## config.mk

```make
export PLATFORM = sky130hd
export DESIGN_NAME = hack_ctrl
export DESIGN_NICKNAME = d
export VERILOG_FILES = /design/src/rtl/hack_pkg.sv /design/src/rtl/hack_alu.sv /design/src/rtl/hack_ctrl.sv
export SDC_FILE = /design/constraint.sdc
export NUM_CORES = 1
export LEC_CHECK = 0
export ABC_AREA = 1
export BUFFER_PORTS_ARGS = -buffer_cell sky130_fd_sc_hd__buf_2
export CORE_ASPECT_RATIO = 1.5
export CORE_UTILIZATION = 40
export CTS_CLUSTER_SIZE = 40
export DETAILED_ROUTE_END_ITERATION = 10
export PLACE_DENSITY = 0.73
export SKIP_LAST_GASP = 1
export SLEW_MARGIN = 15
export SYNTH_ARGS = -nofsm -noshare
export SYNTH_HDL_FRONTEND = slang
export SYNTH_HIERARCHICAL = 1
export SYNTH_SLANG_ARGS = --single-unit
```

## constraint.sdc

```tcl
create_clock -name i_clk -period 3.8 [get_ports i_clk]
set_input_delay 0.76 -clock i_clk [delete_from_list [all_inputs] [get_ports i_clk]]
set_output_delay 0.76 -clock i_clk [all_outputs]
set_load 0.02 [all_outputs]
```

## src/rtl/hack_pkg.sv

```systemverilog
// Shared definitions for the Hack-style controller: FSM state encoding and
// instruction field bit positions.
package hack_pkg;

   localparam int INSTR_WIDTH = 16;

   typedef enum logic [1:0] {
      IDLE  = 2'd0,
      FETCH = 2'd1,
      EXEC  = 2'd2,
      HALT  = 2'd3
   } state_t;

   // Instruction field bit positions
   localparam int BIT_CI     = 15;
   localparam int BIT_AM     = 12;
   localparam int BIT_ZX     = 11;
   localparam int BIT_NX     = 10;
   localparam int BIT_ZY     = 9;
   localparam int BIT_NY     = 8;
   localparam int BIT_F      = 7;
   localparam int BIT_NO     = 6;
   localparam int BIT_DEST_A = 5;
   localparam int BIT_DEST_D = 4;
   localparam int BIT_DEST_M = 3;
   localparam int BIT_J_LT   = 2;
   localparam int BIT_J_EQ   = 1;
   localparam int BIT_J_GT   = 0;

endpackage

```

## src/rtl/hack_alu.sv

```systemverilog
// Combinational Hack ALU: operand zero/invert stages, add-or-and function,
// optional output inversion, plus zero and negative flags.
module hack_alu #(
   parameter int WIDTH = 8
) (
   input  logic [WIDTH-1:0] x,
   input  logic [WIDTH-1:0] y,
   input  logic             zx,
   input  logic             nx,
   input  logic             zy,
   input  logic             ny,
   input  logic             f,
   input  logic             no,
   output logic [WIDTH-1:0] result,
   output logic             zr,
   output logic             ng
);

   logic [WIDTH-1:0] x_op;
   logic [WIDTH-1:0] y_op;
   logic [WIDTH-1:0] fn_out;

   always_comb begin
      x_op = zx ? '0 : x;
      if (nx) begin
         x_op = ~x_op;
      end
      y_op = zy ? '0 : y;
      if (ny) begin
         y_op = ~y_op;
      end
      fn_out = f ? (x_op + y_op) : (x_op & y_op);
      result = no ? ~fn_out : fn_out;
      zr     = (result == '0);
      ng     = result[WIDTH-1];
   end

endmodule

```

## src/rtl/hack_ctrl.sv

```systemverilog
// Fetch/decode/execute controller for a Hack-style machine, two cycles per
// instruction. Optional retired-instruction counter: define HACK_CTRL_RETIRE_CNT_EN.
module hack_ctrl
   import hack_pkg::*;
#(
   parameter int BUS_WIDTH = 8
) (
   input  logic                   i_clk,
   input  logic                   i_rst,
   input  logic                   i_start,
   input  logic [INSTR_WIDTH-1:0] i_instr,
   input  logic [BUS_WIDTH-1:0]   i_A,
   input  logic [BUS_WIDTH-1:0]   i_D,
   input  logic [BUS_WIDTH-1:0]   i_P,
   output logic [BUS_WIDTH-1:0]   o_pc,
   output logic [BUS_WIDTH-1:0]   o_X,
   output logic                   o_a,
   output logic                   o_d,
   output logic                   o_p,
   output logic                   o_busy,
`ifdef HACK_CTRL_RETIRE_CNT_EN
   output logic                   o_halted,
   output logic [31:0]            o_retired
`else
   output logic                   o_halted
`endif
);

   state_t               state_reg;
   state_t               state_next;
   logic [BUS_WIDTH-1:0] pc_reg;
   logic [BUS_WIDTH-1:0] pc_next;

   logic                 exec_active;
   logic                 is_c;
   logic [BUS_WIDTH-1:0] a_imm;
   logic [BUS_WIDTH-1:0] alu_y;
   logic [BUS_WIDTH-1:0] alu_result;
   logic                 alu_zr;
   logic                 alu_ng;
   logic                 jump_taken;
   logic                 halt_hit;
   logic                 unused_instr_bits;

   // Bits 14:13 of a C-instruction carry no meaning.
   assign unused_instr_bits = &{1'b0, i_instr[14:13]};

   assign exec_active = (state_reg == EXEC) && !i_rst;
   assign is_c        = i_instr[BIT_CI];

   generate
      if (BUS_WIDTH > 15) begin : g_imm_wide
         assign a_imm = {{(BUS_WIDTH-15){1'b0}}, i_instr[14:0]};
      end else begin : g_imm_narrow
         assign a_imm = i_instr[BUS_WIDTH-1:0];
      end
   endgenerate

   assign alu_y = i_instr[BIT_AM] ? i_P : i_A;

   hack_alu #(
      .WIDTH (BUS_WIDTH)
   ) u_alu (
      .x      (i_D),
      .y      (alu_y),
      .zx     (i_instr[BIT_ZX]),
      .nx     (i_instr[BIT_NX]),
      .zy     (i_instr[BIT_ZY]),
      .ny     (i_instr[BIT_NY]),
      .f      (i_instr[BIT_F]),
      .no     (i_instr[BIT_NO]),
      .result (alu_result),
      .zr     (alu_zr),
      .ng     (alu_ng)
   );

   assign jump_taken = is_c &
                       ((i_instr[BIT_J_LT] & alu_ng) |
                        (i_instr[BIT_J_EQ] & alu_zr) |
                        (i_instr[BIT_J_GT] & ~alu_ng & ~alu_zr));

   // A jump onto itself is the conventional end-of-program idiom.
   assign halt_hit = jump_taken && (i_A == pc_reg);

   always_comb begin
      o_X = '0;
      o_a = 1'b0;
      o_d = 1'b0;
      o_p = 1'b0;
      if (exec_active) begin
         if (is_c) begin
            o_X = alu_result;
            o_a = i_instr[BIT_DEST_A];
            o_d = i_instr[BIT_DEST_D];
            o_p = i_instr[BIT_DEST_M];
         end else begin
            o_X = a_imm;
            o_a = 1'b1;
         end
      end
   end

   always_comb begin
      state_next = state_reg;
      pc_next    = pc_reg;
      case (state_reg)
         IDLE, HALT: begin
            if (i_start) begin
               state_next = FETCH;
               pc_next    = '0;
            end
         end
         FETCH: begin
            state_next = EXEC;
         end
         EXEC: begin
            pc_next    = jump_taken ? i_A : (pc_reg + BUS_WIDTH'(1));
            state_next = halt_hit ? HALT : FETCH;
         end
         default: begin
            state_next = IDLE;
         end
      endcase
   end

   always_ff @(posedge i_clk) begin
      if (i_rst) begin
         state_reg <= IDLE;
         pc_reg    <= '0;
      end else begin
         state_reg <= state_next;
         pc_reg    <= pc_next;
      end
   end

   assign o_pc     = pc_reg;
   assign o_busy   = (state_reg == FETCH) || (state_reg == EXEC);
   assign o_halted = (state_reg == HALT);

`ifdef HACK_CTRL_RETIRE_CNT_EN
   logic [31:0] retired_reg;

   always_ff @(posedge i_clk) begin
      if (i_rst) begin
         retired_reg <= '0;
      end else if (((state_reg == IDLE) || (state_reg == HALT)) && i_start) begin
         retired_reg <= '0;
      end else if (state_reg == EXEC) begin
         retired_reg <= retired_reg + 32'd1;
      end
   end

   assign o_retired = retired_reg;
`endif

endmodule

```

# ---- Yosys cells after proc, flatten, opt, wreduce, memory -nomap -nowiden
# Cells that the tools add are included.
dict set report classes {
  addsub 2
  eq_ne 5
  n_mux 21
  bitwise 13
  reduce_logical 9
}
# operator count
set ops {}
lappend ops {{2-to-1 mux 8 bit} 11}
lappend ops {{NOT 8 bit} 3}
lappend ops {{one-hot mux 8 bit (2 select lines)} 1}
lappend ops {{adder 8 x 1 -> 8 bit (second input constant)} 1}
lappend ops {{adder 8 bit} 1}
lappend ops {{AND 8 bit} 1}
lappend ops {{equality test 8 bit} 1}
lappend ops {{zero test 8 bit} 1}
lappend ops {{2-to-1 mux 1 bit} 6}
lappend ops {{one-hot mux 2 bit (3 select lines)} 1}
lappend ops {{AND 1 bit} 5}
lappend ops {{equality test 2 bit (second input constant)} 2}
lappend ops {{2-to-1 mux 2 bit} 2}
lappend ops {{equality test 2 x 1 -> 1 bit (second input constant)} 1}
lappend ops {{logical AND 1 bit} 2}
lappend ops {{zero test 2 bit} 1}
lappend ops {{!= test 2 bit (second input constant)} 1}
lappend ops {{NOT 1 bit} 2}
lappend ops {{bitwise OR 1 bit} 2}
lappend ops {{AND reduction 2 bit} 1}
lappend ops {{nonzero test 2 bit} 1}
lappend ops {{OR reduction 2 bit} 1}
lappend ops {{zero test 1 bit} 1}
lappend ops {{logical OR 1 bit} 1}
dict set report word_totals {
  ff_bits 10
  in_bits 43
  word_cells 52
}

# ---- Longest topological paths before layout
dict set report depth {
  depth_word 16
  mapped_depth 29
  mapped_depth_nobuf 28
}

# ---- Hierarchy
# Netlist, hierarchy kept.
# module instances cells_each area_per_inst_um2
set modules_own_cells {}
lappend modules_own_cells {hack_ctrl 1 183 1049.8}
lappend modules_own_cells {hack_alu 1 192 955.9}

# ---- Least setup slack after synthesis
# Ideal clock, no wire load.
dict set report synth_path {
  path_type {in2out}
  from {input i_instr[12]}
  to {output o_X[6]}
  arrival_time_ns 3.028
  path_slack_ns 0.012
  path_stages 19
  n_path_buf 1
  path_cell_list {clkbuf_1 > nand2_1 > o21ai_0 > nand2_1 > xor2_1 > inv_1 > ha_1 > fa_1 > nand2_1 > nand2_1 > nand3b_1 > nand2_1 > nand2_1 > nand3_1 > nand3_1 > nand2_1 > inv_1 > nand2_1 > a21oi_1}
}
dict set report synth_between {
  elab_chain_cells 10
  word_cells_on_any_way 11
  classes_between {1 x add/sub; 7 x mux; 3 x bitwise}
}
# element line_no
set synth_rtl {}
lappend synth_rtl {{from (decl)} hack_ctrl.sv:11} ;# input logic [INSTR_WIDTH-1:0] i_instr,
lappend synth_rtl {{2-to-1 mux 8 bit *} hack_ctrl.sv:59} ;# assign alu_y = i_instr[BIT_AM] ? i_P : i_A;
lappend synth_rtl {{net alu_y[0]} hack_ctrl.sv:37} ;# logic [BUS_WIDTH-1:0] alu_y;
lappend synth_rtl {{2-to-1 mux 8 bit *} hack_alu.sv:28} ;# y_op = zy ? '0 : y;
lappend synth_rtl {{NOT 8 bit} hack_alu.sv:30} ;# y_op = ~y_op;
lappend synth_rtl {{2-to-1 mux 8 bit *} hack_alu.sv:29} ;# if (ny) begin
lappend synth_rtl {{adder 8 bit *} hack_alu.sv:32} ;# fn_out = f ? (x_op + y_op) : (x_op & y_op);
lappend synth_rtl {{2-to-1 mux 8 bit *} hack_alu.sv:32}
lappend synth_rtl {{NOT 8 bit} hack_alu.sv:33} ;# result = no ? ~fn_out : fn_out;
lappend synth_rtl {{2-to-1 mux 8 bit *} hack_alu.sv:33}
lappend synth_rtl {{net alu_result[6]} hack_ctrl.sv:38} ;# logic [BUS_WIDTH-1:0] alu_result;
lappend synth_rtl {{2-to-1 mux 8 bit *} hack_ctrl.sv:91} ;# if (is_c) begin
lappend synth_rtl {{2-to-1 mux 8 bit *} hack_ctrl.sv:90} ;# if (exec_active) begin
lappend synth_rtl {{to (decl)} hack_ctrl.sv:16} ;# output logic [BUS_WIDTH-1:0] o_X,
# The timed path passes the listed nets; every way through them passes the cells marked *.

# ---- Worst setup path in the final report
dict set report layout_path {
  from {input i_A[0]}
  to {output o_X[6]}
}
dict set report layout_between {
  elab_chain_cells 10
}
# element line_no
set layout_rtl {}
lappend layout_rtl {{from (decl)} hack_ctrl.sv:12} ;# input logic [BUS_WIDTH-1:0] i_A,
lappend layout_rtl {{2-to-1 mux 8 bit *} hack_ctrl.sv:59}
lappend layout_rtl {{net alu_y[0]} hack_ctrl.sv:37}
lappend layout_rtl {{2-to-1 mux 8 bit *} hack_alu.sv:28}
lappend layout_rtl {{NOT 8 bit} hack_alu.sv:30}
lappend layout_rtl {{2-to-1 mux 8 bit *} hack_alu.sv:29}
lappend layout_rtl {{adder 8 bit *} hack_alu.sv:32}
lappend layout_rtl {{2-to-1 mux 8 bit *} hack_alu.sv:32}
lappend layout_rtl {{NOT 8 bit} hack_alu.sv:33}
lappend layout_rtl {{2-to-1 mux 8 bit *} hack_alu.sv:33}
lappend layout_rtl {{net alu_result[6]} hack_ctrl.sv:38}
lappend layout_rtl {{2-to-1 mux 8 bit *} hack_ctrl.sv:91}
lappend layout_rtl {{2-to-1 mux 8 bit *} hack_ctrl.sv:90}
# Marked as above.

==> impl_results.md <==
- CTS Buffer Depth: 2
- Synth Cell Area: 2006 um^2
- CP Data Required Time: 3040 ps
- Core Area: 4810 um^2
- Yosys top cell by area: nand2_1
- M2 GR Usage: 0.4505
- Maximum clock frequency: 0.2745 GHz
- Post-route minimum period: 3643 ps
- Design area: 2674 um^2
- Kind of critical path: in -> out
- CTS tree: built
- Dpl cells: 505
- Die area: 5307 um^2
- Post-Syn Nets: 431
- Placed instance area: 2436 um^2
- Core Util, Final: 0.5559
- Setup crit end kind: output port
- Total track usage: 0.2253
- Vias in the first global route: 2,345
- Fin nets: 502
- Post-synth top cells: 141 x nand2_1, 55 x inv_1, 42 x nand3_1, 19 x a21oi_1, 18 x xor2_1
- Worst setup SP type: primary input
- Worst vdd ir: 0.2562 mV
- Hold Vio Cnt, Final: 0
- Post-synthesis async set-or-reset flop share: 0
- EDFF count, synth: 0
- Hold buffers post-CTS: 0
- Post-synth cell types: 31
- Main synth FF type: dfxtp_1
- DR WL/cell: 11.47 um
- Die Wd: 59.82 um
- Grt total ovfl: 0
- Final wirelength: 5.861 mm
- Worst Hold Class: reg -> reg
- Synthesized instance count: 375
- Count of final max-slew check failures: 0
- Drt first pass iters: 4
- Max H-tree Level: 1
- Share of layout cells above drive strength 1: 0.2944
- Residual DRC: 0
- # IOs: 64
- Crit path max fanout: 3
- Vias: 2,586
- Die height: 88.73 um
- Root Buffer: clkbuf_8
- Clk sinks: 10
- Power Dens Cells: 257.2 nW/um^2
- Status: finished, final reports clean
- Layout area overhead: 33.31%
- Rows: 31
- Ant. Diodes: 0
- Top post-synthesis cells by area: nand2_1 26%, nand3_1 10%, inv_1 10%
- Worst path arrival time: 2880 ps
- Fin Hold WS: 514.1 ps
- Leak pwr: 1.458 nW
- Initial core utilization: 0.4170
- DP Wirelength: 4.560 mm
- Final worst path period share: 0.9586
- Placer Congestion: 0.8631
- Post-Layout Cell Count: 511
- Register area share after synthesis: 0.09981
- First-pass GRT wire length: 9.377 mm
- Yosys warnings: 6
- GRT busiest layer: met2
- #FFs+latches synth: 10
- Initial DRC Count: 133
- Vias per cell: 5.061
- Most common cell in the netlist: nand2_1
- Clock-pin transition on the worst setup and hold timing paths: 50 ps
- Setup WS post-layout: 157.3 ps
- I/O Buffers: 61
- Largest net degree at the start of global routing: 17
- DP Worst Slack: -23.32 ps
- Syn avg cell area: 5.348 um^2
- Max-Cap Viols: 0
- Post-synth top area share: 0.2639
- Worst Tran Pin Value: 404.6 ps
- Final setup fails: 0
- Clock skew: 0.9586 ps
- Global Route met1 Usage: 0.2242
- Worst-skew pair later-pin latency: 240 ps
- Antenna Violating Nets Remaining: 0
- Max reg flops: 8
- M3 GR Usage: 0.01608
- Number of CTS-inserted buffers: 3
- Max-slew headroom: 0.7301
- Initial antenna violation count: 0
## per-layer routing
metal,wire length [um],vias up
met5,0,-
li1,-,1311
met2,3231,82
met4,221,0
met1,2191,1171
met3,216,22
## critical path, cell delays in order
cell	delay, ps
buf_6	80
inv_2	30
o21ai_1	110
nand2_1	70
xor2_1	140
inv_1	80
ha_4	170
fa_2	370
nand2_2	100
nand2_2	60
nand3b_1	140
nand2_1	90
nand2_1	90
nand3_2	70
nand3_2	90
nand2_2	70
inv_2	50
nand2_2	40
a21oi_2	130
buf_6	130
## through the flow
| step | total power, mW | setup TNS (ps) |
|---|---|---|
| floorplan | 0.3834 | 0 |
| global placement | 0.4857 | 0 |
| detailed placement | 0.4958 | -23.32 |
| CTS | 0.6347 | 0 |
| global route | 0.7510 | -60.89 |
| finish | 0.6878 | 0 |
## cells in the final DEF (no fill, tap or decap), types with 7 or more instances in the layout
| master | n |
|---|---|
| nand2_1 | 134 |
| nor2_1 | 13 |
| a21oi_1 | 16 |
| buf_4 | 14 |
| o21ai_1 | 8 |
| buf_2 | 57 |
| nand2_2 | 7 |
| inv_1 | 53 |
| nand3_1 | 38 |
| inv_2 | 14 |
| xor2_1 | 18 |
| dfxtp_1 | 10 |
## cell type report
type / count / area [um^2]
sequential: 10 / 200.2
tap: 66 / 82.58
multi-input combinational: 287 / 1634
timing repair buffer: 76 / 446.7
inverter: 68 / 255.2
clock buffer: 4 / 55.05
fill: 521 / 2136
## cell families after synthesis
family          Yosys count  share of synthesized area
simple gates            212                     0.4492
fa+ha+maj                13                    0.08484
compound gates           43                     0.1285
xor+xnor                 19                    0.08297
flops                    10                    0.09981
buf+inv                  78                     0.1547
## where the power goes
| group | internal (mW) | switching [mW] | leakage [nW] | total, mW |
|---|---|---|---|---|
| combinational | 0.183 | 0.255 | 1.35 | 0.438 |
| clock | 0.0913 | 0.0444 | 0.0288 | 0.136 |
| sequential | 0.109 | 0.00479 | 0.0810 | 0.114 |
| total | 0.383 | 0.304 | 1.46 | 0.688 |
## path summary, 6_finish.rpt
check                                  from                         to  slack [ps]  cells after the start
setup / recovery                     i_A[0]                     o_X[6]         160                     20
hold / removal    state_reg[1]$_SDFFE_PP0P_  state_reg[1]$_SDFFE_PP0P_         510                      2
setup reg to reg  state_reg[0]$_SDFFE_PP0P_       o_pc[1]$_SDFFE_PP0P_        2190                      7
hold reg to reg   state_reg[1]$_SDFFE_PP0P_  state_reg[1]$_SDFFE_PP0P_         510                      2
## what timing repair did
action / 4_1_cts / 5_1_grt
resized for setup: 2 / 41
buffers inserted: 0 / 1
hold endpoints to repair: 0 / 0
setup endpoints to repair: 2 / 15
pin swaps: 0 / 15
gates cloned: 0 / 1
No activity file was read; power rests on OpenSTA's default activity.
